$ cat config.mk
export PLATFORM = sky130hd
export DESIGN_NAME = alu_rr_scheduler
export DESIGN_NICKNAME = d
export VERILOG_FILES = /design/src/rtl/alu_rr_scheduler.sv
export SDC_FILE = /design/constraint.sdc
export NUM_CORES = 1
export LEC_CHECK = 0
export CAP_MARGIN = 20
export CELL_PAD_IN_SITES_DETAIL_PLACEMENT = 0
export CELL_PAD_IN_SITES_GLOBAL_PLACEMENT = 1
export CORE_UTILIZATION = 45
export DETAILED_ROUTE_END_ITERATION = 8
export PLACE_DENSITY = 0.92
export RECOVER_POWER = 25
export SLEW_MARGIN = 20
export SYNTH_ARGS = -nofsm -noshare
export SYNTH_HDL_FRONTEND = slang
export SYNTH_SLANG_ARGS = --single-unit
$ cat constraint.sdc
create_clock -name clk -period 6.4 [get_ports clk]
set_input_delay 1.28 -clock clk [delete_from_list [all_inputs] [get_ports clk]]
set_output_delay 1.28 -clock clk [all_outputs]
set_load 0.1 [all_outputs]
$ cat src/rtl/alu_rr_scheduler.sv
// Two-channel round-robin front end for a shared 4-bit ALU (add/mul/sub/div).
// One operation in flight; results are held until the consumer takes them.
module alu_rr_scheduler #(
    parameter bit         ROUND_ROBIN = 1'b1,
    parameter logic [3:0] DIVZ_QUOT   = 4'hF
) (
    input  logic       clk,
    input  logic       rst,
    input  logic       req0_valid,
    input  logic [1:0] req0_op,
    input  logic [3:0] req0_a,
    input  logic [3:0] req0_b,
    output logic       req0_ready,
    input  logic       req1_valid,
    input  logic [1:0] req1_op,
    input  logic [3:0] req1_a,
    input  logic [3:0] req1_b,
    output logic       req1_ready,
    output logic       res_valid,
    input  logic       res_ready,
    output logic [7:0] res_data,
    output logic       res_tag,
    output logic       res_divz,
    output logic       busy
);

    typedef enum logic [1:0] {IDLE, CALC, DIV, DONE} state_t;

    state_t     state, state_next;
    logic       ptr;
    logic [1:0] op_q;
    logic [3:0] a_q, b_q;
    logic       tag_q;
    logic [3:0] rem_q, quot_q;
    logic [1:0] step_q;

    logic       grant0, grant1, accept;
    logic [1:0] sel_op;
    logic [3:0] sel_a, sel_b;
    logic [4:0] shifted, diff;
    logic       div_ge;
    logic [3:0] rem_next, quot_next;
    logic [7:0] calc_result;

    // The pointer only breaks ties; a lone valid channel always wins.
    always_comb begin
        grant0 = 1'b0;
        grant1 = 1'b0;
        if (req0_valid && req1_valid) begin
            if (ptr) grant1 = 1'b1;
            else     grant0 = 1'b1;
        end else begin
            grant0 = req0_valid;
            grant1 = req1_valid;
        end
    end

    assign req0_ready = (state == IDLE) && grant0;
    assign req1_ready = (state == IDLE) && grant1;
    assign accept     = req0_ready || req1_ready;
    assign sel_op     = grant1 ? req1_op : req0_op;
    assign sel_a      = grant1 ? req1_a  : req0_a;
    assign sel_b      = grant1 ? req1_b  : req0_b;
    assign res_valid  = (state == DONE);
    assign busy       = (state != IDLE);

    always_comb begin
        state_next = state;
        case (state)
            IDLE: if (accept) state_next = (sel_op == 2'b11 && sel_b != 4'd0) ? DIV : CALC;
            CALC: state_next = DONE;
            DIV:  if (step_q == 2'd3) state_next = DONE;
            DONE: if (res_ready) state_next = IDLE;
            default: state_next = IDLE;
        endcase
    end

    // Divide-by-zero never reaches DIV, so op 11 here is always the zero-divisor case.
    always_comb begin
        calc_result = 8'd0;
        case (op_q)
            2'b00: calc_result = {3'b000, {1'b0, a_q} + {1'b0, b_q}};
            2'b01: calc_result = a_q * b_q;
            2'b10: calc_result = {4'b0000, a_q} - {4'b0000, b_q};
            2'b11: calc_result = {a_q, DIVZ_QUOT};
            default: calc_result = 8'd0;
        endcase
    end

    // Restoring step: quot_q doubles as the dividend shift register.
    assign shifted   = {rem_q, quot_q[3]};
    assign div_ge    = (shifted >= {1'b0, b_q});
    assign diff      = shifted - {1'b0, b_q};
    assign rem_next  = div_ge ? diff[3:0] : shifted[3:0];
    assign quot_next = {quot_q[2:0], div_ge};

    always_ff @(posedge clk or posedge rst) begin
        if (rst) begin
            state    <= IDLE;
            ptr      <= 1'b0;
            op_q     <= 2'd0;
            a_q      <= 4'd0;
            b_q      <= 4'd0;
            tag_q    <= 1'b0;
            rem_q    <= 4'd0;
            quot_q   <= 4'd0;
            step_q   <= 2'd0;
            res_data <= 8'd0;
            res_tag  <= 1'b0;
            res_divz <= 1'b0;
        end else begin
            state <= state_next;
            if (accept) begin
                op_q   <= sel_op;
                a_q    <= sel_a;
                b_q    <= sel_b;
                tag_q  <= grant1;
                rem_q  <= 4'd0;
                quot_q <= sel_a;
                step_q <= 2'd0;
                if (ROUND_ROBIN) ptr <= ~grant1;
            end
            if (state == CALC) begin
                res_data <= calc_result;
                res_tag  <= tag_q;
                res_divz <= (op_q == 2'b11);
            end
            if (state == DIV) begin
                rem_q  <= rem_next;
                quot_q <= quot_next;
                step_q <= step_q + 2'd1;
                if (step_q == 2'd3) begin
                    res_data <= {rem_next, quot_next};
                    res_tag  <= tag_q;
                    res_divz <= 1'b0;
                end
            end
        end
    end

endmodule
==> out/results.ini, run 1 <==
[floorplan]
ioPinCount = 39
coreArea_sq_um = 5640
die_w_um = 79.3
fp.dieH_um = 79.3
fp-row-count = 27
die_area_sq_um = 6280
start_util_pct = 47.6

[setup_path]
cpLargestDelayFamily = buffers and inverters
crit_path_start = req0_valid
crit_buf_inv = 2
rr_endpoint = res_data[4]
cp_num_cells = 5
timing.rr.start = a_q[1]
cp_slowest_cell = clkdlybuf4s50_1
r2r_slack_ps = 3240
cp.arrival_ps = 3510
crit_chain = clkdlybuf4s50_1 > nand2b_1 > nand2_2 > nor2_1 > clkdlybuf4s50_1
reg2reg_depth = 10
cp_data_required_time_ps = 5120
critPathMaxStageDelay_ps = 1150
worstPathMaxFanout = 12
path_class = in2out
worst_path_most_repeated_cell = clkdlybuf4s50_1
startpoint_type = primary input
endpoint_kind = primary output

[worst_hold_path]
hold_start = step_q[0]
holdPathStages = 1
hold_end = step_q[0]
min_path_type = reg2reg

[timing]
setup-tns-final_ps = 0
layout_worst_path_cycle_share_pct = 74.8
hold_violations = 0
setup_ws_ps = 1610
hold_ws_ps = 507
setup_violations = 0
rsz0062_at_grt = false
slew_headroom_pct = -18.5
fin_crit_ps = 4790
tightestPinTransition_ps = 1780
clock_skew_ps = 8.50
finalMaxSlewViolations = 35
fmax_mhz = 209

[detailed_routing]
antenna_left = 0
viasPerCell = 5.58
wirelength_um = 6280
wire_per_inst_um = 15.0
dr.pass1.iters = 4
route.detailed.drc = 0
dr_total_vias = 2333
first_iter_violations = 138

[cells_and_area]
mostFrequentLayoutCells = 37 x clkdlybuf4s50_1, 34 x dfrtp_1, 32 x nor2_1, 29 x ha_1, 27 x nand2_1
antenna_cells = 0
layout_commonest_cell = clkdlybuf4s50_1
drive_gt1_share_pct = 3.76
nFillCells = 536
fin_cells = 418
syn_to_final_growth_pct = 19.2
nNetsFinal = 406

[yosys]
synth-edff-count = 0
ys_async_sr_fraction_pct = 100
synth_warnings = 0
yosysSeqAreaShare_pct = 31.7
synth_seq_cells = 34
syn_avg_cell_area_sq_um = 8.67
yosysUniqueCellTypes = 48
synthCells = 310
synth_ff_type = dfrtp_1
synth_area_sq_um = 2690
syn-num-nets = 371

[global_routing]
grt_usage_pct = 22.6
antenna_found_initial = 0
grt_max_degree = 35
grt_pass1_vias = 2348
grt-ovfl-total = 0
grt_pass1_wl_um = 10900

[clock_network]
clkLatencyLatePin_ps = 290
cts_buffers = 5
cts_hold_buf = 0
htreeDepth = 2
clk_path_buf_depth = 2
postCtsSetupBuffers = 0
cts_tree = done
cts.sinks = 34
clk_pin_slew_ps = 70
cts_resized = 0
cts-root-buf = clkbuf_8

[flow_run]
max_cap_viol_count = 1

[place]
pre_cts_ws_ps = 1650
portBuffers = 38
gp_congestion = 0.863
dp_hpwl_um = 4930
dp_cells = 410

[status]
status = complete, but fails checks
violations = max-capacitance violations, max-slew violations

state kept, by name, summed over array words and instances (netlist names):
register  count
quot_q        4
res_divz      1
ptr           1
res_tag       1
step_q        2
state         2
a_q           4
res_data      8
tag_q         1
op_q          2
b_q           4
rem_q         4
cell usage after synthesis, types with 3 or more instances:
cell	number	area, sq um
mux2i_1	13	130
fa_1	7	140
nand3b_1	3	22.5
ha_1	29	363
nor2_1	32	120
dfrtp_1	34	851
a31oi_1	4	25.0
clkbuf_1	3	11.3
nand3_1	6	30.0
a211oi_1	5	37.5
and2_1	7	43.8
a21oi_1	22	110
o21ai_0	24	120
nor2b_1	7	43.8
a21o_1	4	30.0
o22ai_1	4	25.0
inv_1	26	97.6
nor3_1	4	20.0
nand2_1	27	101
nand2b_1	5	31.3
buf_2	7	35.0
o211ai_1	3	22.5
worst register-to-register path, delay by kind of cell (launching register included):
| family | cells | cell delay [ps] |
|---|---|---|
| simple gates | 3 | 440 |
| buf+inv | 2 | 120 |
| fa+ha+maj | 3 | 1500 |
| compound gates | 2 | 490 |
| flops | 1 | 540 |
area by class of cell:
cell class	instances	area, sq um	area share [%]
Clock buffer	6	82.6	2.58
Clock inverter	2	12.5	0.391
Inverter	26	97.6	3.05
Multi-Input combinational cell	239	1680	52.6
Sequential cell	34	851	26.6
Tap cell	72	90.1	2.81
Timing Repair Buffer	39	384	12.0
per-layer routing:
layer  global-route usage, %  part of all wire [%]
met1                    30.1                    47
met2                    37.3                    46
met4                    6.00                   1.3
met5                       0                     0
met3                    4.48                   5.1
logic make-up (layout without fill, tap and decap cells):
family / Yosys count / in the layout / share of synthesized area [%]
DFF: 34 / 34 / 31.7
adders and majority gates: 36 / 36 / 18.7
AOI/OAI and AO/OA: 86 / 86 / 19.9
and+or+nand+nor: 100 / 100 / 17.7
buffers and inverters: 37 / 73 / 5.78
xor gates and xnor gates: 3 / 3 / 0.978
muxes: 14 / 14 / 5.26
worst max-delay path by stage:
stage | slack, ps | to
floorplan | 2190 | req0_ready
global placement | 1710 | req1_ready
detailed placement | 1650 | req1_ready
CTS | 1640 | req1_ready
global route | 1560 | req1_ready
finish | 1610 | req1_ready
per-stage QoR:
stage	utilization [%]	cell area, sq um
2_1_floorplan	-	2690
3_3_place_gp	55.1	3110
3_5_place_dp	55.1	3110
4_1_cts	56.8	3200
5_1_grt	56.8	3200
6_report	56.8	3200
Power of run 1 is left out: the tool's default activity adds up to more than one toggle a clock period on the data nets, which glitch-free logic cannot reach.
==> inputs of run 2 (changes only) <==
Settings changed: CORE_UTILIZATION 45 to 41, PLACE_DENSITY 0.92 to 0.86.
Clock period 6.4 ns to 4.7 ns, I/O delays scaled along.
==> run 2 against run 1 <==
Net effect:
- the run still ends with max-capacitance violations, max-slew violations left
- hold slack worse by 5.5 ps
- final area is 0.70% higher
- sequential share of layout area decreased by 0.19 points
- first-iteration DRC count grew 1.4%
- critical path type is now reg2out
- critical endpoint is now busy
- global-route usage is 1.8 points lower
- cell count is 1.2% higher
- via count is 0.99% lower
- largest cell class unchanged
- register-to-register slack worse by 1700 ps
- sequential cell count did not move
- wire length grew 2.9%
- critical path depth decreased by 1
==> out/results.ini, run 2 (synthesis results as in run 1) <==
[setup_path]
worst_path_most_repeated_cell = inv_1
crit_chain = inv_1 > ha_1 > inv_1 > clkdlybuf4s50_1
cp_slowest_cell = clkdlybuf4s50_1
startpoint_type = flip-flop
endpoint_kind = primary output
worstPathMaxFanout = 8
path_class = reg2out
critPathMaxStageDelay_ps = 1160
cp_data_required_time_ps = 3760
cp.arrival_ps = 2400

[floorplan]
coreArea_sq_um = 6350
die_w_um = 82.9
ioPinCount = 39
fp-row-count = 29
start_util_pct = 42.3
die_area_sq_um = 6880
fp.dieH_um = 82.9

[detailed_routing]
dr.pass1.iters = 4
viasPerCell = 5.46
wirelength_um = 6460
route.detailed.drc = 0
first_iter_violations = 140
wire_per_inst_um = 15.3
antenna_left = 0
dr_total_vias = 2310

[status]
status = complete, but fails checks
violations = max-capacitance violations, max-slew violations

[cells_and_area]
regMostFlops = res_data
layout_commonest_cell = clkdlybuf4s50_1
antenna_cells = 0
largest_reg_flops = 8
nFillCells = 617
postLayoutCellArea_sq_um = 3220
syn_to_final_growth_pct = 20.0
drive_gt1_share_pct = 4.05
nNetsFinal = 407
mostFrequentLayoutCells = 35 x clkdlybuf4s50_1, 34 x dfrtp_1, 32 x nor2_1, 29 x ha_1, 27 x nand2_1

[global_routing]
grt_max_degree = 35
grt_usage_pct = 20.8
grt_pass1_vias = 2350
grt-ovfl-total = 0
antenna_found_initial = 0
grt_pass1_wl_um = 11500

[clock_network]
cts-root-buf = clkbuf_8
cts_tree = done
clkLatencyLatePin_ps = 290
cts.sinks = 34
postCtsSetupBuffers = 0
cts_buffers = 5
clk_path_buf_depth = 2
cts_hold_buf = 0
cts_resized = 0
clk_pin_slew_ps = 70
htreeDepth = 2

[timing]
setup-tns-final_ps = 0
rsz0062_at_grt = false
fmax_mhz = 299
fin_crit_ps = 3340
finalMaxSlewViolations = 35
hold_violations = 0
layout_worst_path_cycle_share_pct = 71.1
clock_skew_ps = 4.54
slew_headroom_pct = -20.6
tightestPinTransition_ps = 1810
setup_violations = 0

[place]
placed_area_sq_um = 3120
dp_hpwl_um = 5070
portBuffers = 38
gp_congestion = 0.897

[flow_run]
max_cap_viol_count = 1

[worst_hold_path]
min_path_type = reg2reg

==> run 2: cell count changes in the layout (fill, tap and decap cells not counted), sizes merged <==
cell           before  now
buf                 0    3
bufinv              0    1
clkdlybuf4s50      37   35
clkinv              1    0
clkinvlp            1    0
==> run 2: path summary, 6_finish.rpt <==
| kind | startpoint | end | slack (ps) | cells after the start |
|---|---|---|---|---|
| setup / recovery | state[0] | busy | 1360 | 4 |
| hold / removal | res_tag | res_tag | 500 | 2 |
| setup reg to reg | a_q[1] | res_data[4] | 1570 | 10 |
| hold reg to reg | res_tag | res_tag | 500 | 2 |
| max in group asynchronous | rst | op_q[1] | 1930 | 3 |
| min in group asynchronous | rst | state[0] | 1720 | 3 |
==> run 2: cell type report <==
type / instances / area [sq um] / share of cell area, %
Sequential cell: 34 / 851 / 26.4
Clock buffer: 6 / 82.6 / 2.56
Multi-Input combinational cell: 239 / 1680 / 52.1
Tap cell: 77 / 96.3 / 2.99
Timing Repair Buffer: 40 / 387 / 12.0
Clock inverter: 1 / 30.0 / 0.931
Inverter: 26 / 97.6 / 3.03
==> run 2: metal layers <==
| metal | vias to the layer above | GRT usage [%] | wire, um |
|---|---|---|---|
| met1 | 1065 | 29.5 | 2990 |
| li1 | 1163 | - | - |
| met2 | 68 | 32.0 | 2980 |
| met4 | 0 | 7.05 | 141 |
| met5 | - | 0 | 0 |
| met3 | 14 | 3.68 | 345 |
==> run 2: critical path: cells and delay by family (launching register included) <==
| kind | cells | cell delay (ps) |
|---|---|---|
| buffers and inverters | 3 | 1410 |
| DFF | 1 | 400 |
| adders and majority gates | 1 | 300 |
==> run 2: per-stage QoR <==
stage | std cells | util [%] | hold slack (ps) | worst slack [ps]
floorplan | 310 | - | 467 | 1170
global placement | 416 | 49.1 | 464 | 1510
CTS | 423 | 50.8 | 500 | 1360
finish | 423 | 50.8 | 501 | 1360
global route | 423 | 50.8 | 526 | 1250
detailed placement | 416 | 49.1 | 479 | 1500
Power of run 2 is left out for the same reason.
==> inputs of run 3 (changes only) <==
Clock period 4.7 ns to 3.4 ns, I/O delays scaled along.
==> run 3 against run 2 <==
Net effect:
- the run now ends clean
- hold slack got worse by 2.2 ps
- wire length rose by 2.1%
- sequential share of layout area rose by 0.15 points
- sequential cell count did not move
- clock skew rose by 2.0 ps
- cell count did not move
- first-iteration DRC count rose by 6.4%
- critical endpoint is now res_data[4]
- global-route usage fell by 0.36 points
- via count rose by 1.9%
- clock-buffer cell count did not move
==> out/results.ini, run 3 (synthesis results as in run 1) <==
[status]
status = finished clean

[clock_network]
htreeDepth = 2
clk_pin_slew_ps = 70
cts.sinks = 34
postCtsSetupBuffers = 0
cts_buffers = 5
cts_tree = done
cts_resized = 0
cts_hold_buf = 0
clkLatencyLatePin_ps = 290
clk_path_buf_depth = 2
cts-root-buf = clkbuf_8

[cells_and_area]
nNetsFinal = 407
antenna_cells = 0
postLayoutCoreUtil_pct = 50.5
syn_to_final_growth_pct = 19.3
mostFrequentLayoutCells = 34 x dfrtp_1, 32 x nor2_1, 29 x ha_1, 27 x nand2_1, 26 x inv_1
drive_gt1_share_pct = 6.94
layout_commonest_cell = dfrtp_1
regMostFlops = res_data
largest_reg_flops = 8
fin_cells = 423
nFillCells = 605

[global_routing]
antenna_found_initial = 0
grt_pass1_vias = 2296
grt-ovfl-total = 0
grt_max_degree = 19
grt_usage_pct = 20.4
grt_pass1_wl_um = 11100

[detailed_routing]
dr.pass1.iters = 4
viasPerCell = 5.56
route.detailed.drc = 0
antenna_left = 0
wire_per_inst_um = 15.6
dr_total_vias = 2353
wirelength_um = 6600
first_iter_violations = 149

[setup_path]
cp_data_required_time_ps = 3600
worst_path_most_repeated_cell = fa_1
cp_slowest_cell = fa_1
endpoint_kind = flip-flop
crit_buf_inv = 2
critPathMaxStageDelay_ps = 550
cp.arrival_ps = 3280
path_class = reg2reg
cpLargestDelayFamily = adder cells
worstPathMaxFanout = 8
startpoint_type = flip-flop
crit_chain = nand2_1 > fa_1 > inv_1 > fa_1 > inv_1 > fa_1 > nor2b_1 > o311ai_0 > nand4b_1 > a22oi_1

[timing]
tightestPinTransition_ps = 1180
layout_worst_path_cycle_share_pct = 90.7
clock_skew_ps = 6.53
setup-tns-final_ps = 0
hold_violations = 0
slew_headroom_pct = 21.7
setup_violations = 0
rsz0062_at_grt = false
fin_crit_ps = 3080
finalMaxSlewViolations = 0
fmax_mhz = 324

[floorplan]
ioPinCount = 39
die_area_sq_um = 6880
fp.dieH_um = 82.9
die_w_um = 82.9
coreArea_sq_um = 6350
fp-row-count = 29
start_util_pct = 42.3

[place]
dp_hpwl_um = 5210
dp_cells = 416
portBuffers = 38
gp_congestion = 0.898

[worst_hold_path]
min_path_type = reg2reg

[flow_run]
max_cap_viol_count = 0

==> run 3: cell count changes in the layout (fill, tap and decap cells not counted), sizes merged <==
| cell | before | now |
|---|---|---|
| clkbuf | 7 | 8 |
| buf | 3 | 13 |
| dlygate4sd3 | 1 | 2 |
| clkdlybuf4s50 | 35 | 23 |
==> run 3: worst min-delay path: cells and delay by family (launching register included) <==
kind,cells,cell delay (ps)
DFF,1,350
and+or+nand+nor,1,50
AOI/OAI and AO/OA,1,60
==> run 3: routing by layer <==
layer | global-route usage (%) | up-vias | part of all wire, %
met5 | 0 | - | 0
met4 | 4.86 | 0 | 2.0
met3 | 4.67 | 12 | 4.8
met2 | 33.4 | 77 | 45
met1 | 27.4 | 1104 | 48
li1 | - | 1160 | -
==> run 3: through the flow <==
stage	hold slack, ps	area, sq um	setup slack (ps)
detailed placement	480	3100	319
global route	506	3210	156
floorplan	467	2690	135
global placement	491	3100	402
CTS	497	3210	305
finish	499	3210	317
==> run 3: path summary, 6_finish.rpt <==
check,to,from,cells after the start,slack (ps)
worst max-delay path,res_data[4],a_q[1],10,320
worst min-delay path,res_tag,res_tag,2,500
worst max register to register,res_data[4],a_q[1],10,320
worst min register to register,res_tag,res_tag,2,500
max in group asynchronous,a_q[1],rst,3,1750
min in group asynchronous,rem_q[0],rst,2,950
==> run 3: layout make-up <==
class                   count  area (sq um)  area share, %
clock inverters             1          30.0          0.937
well taps                  77          96.3           3.01
multi-input cells         239          1680           52.4
repair buffers             40           368           11.5
inverters                  26          97.6           3.04
clock buffers               6          82.6           2.58
flip-flops and latches     34           851           26.5
Power of run 3 is left out for the same reason.
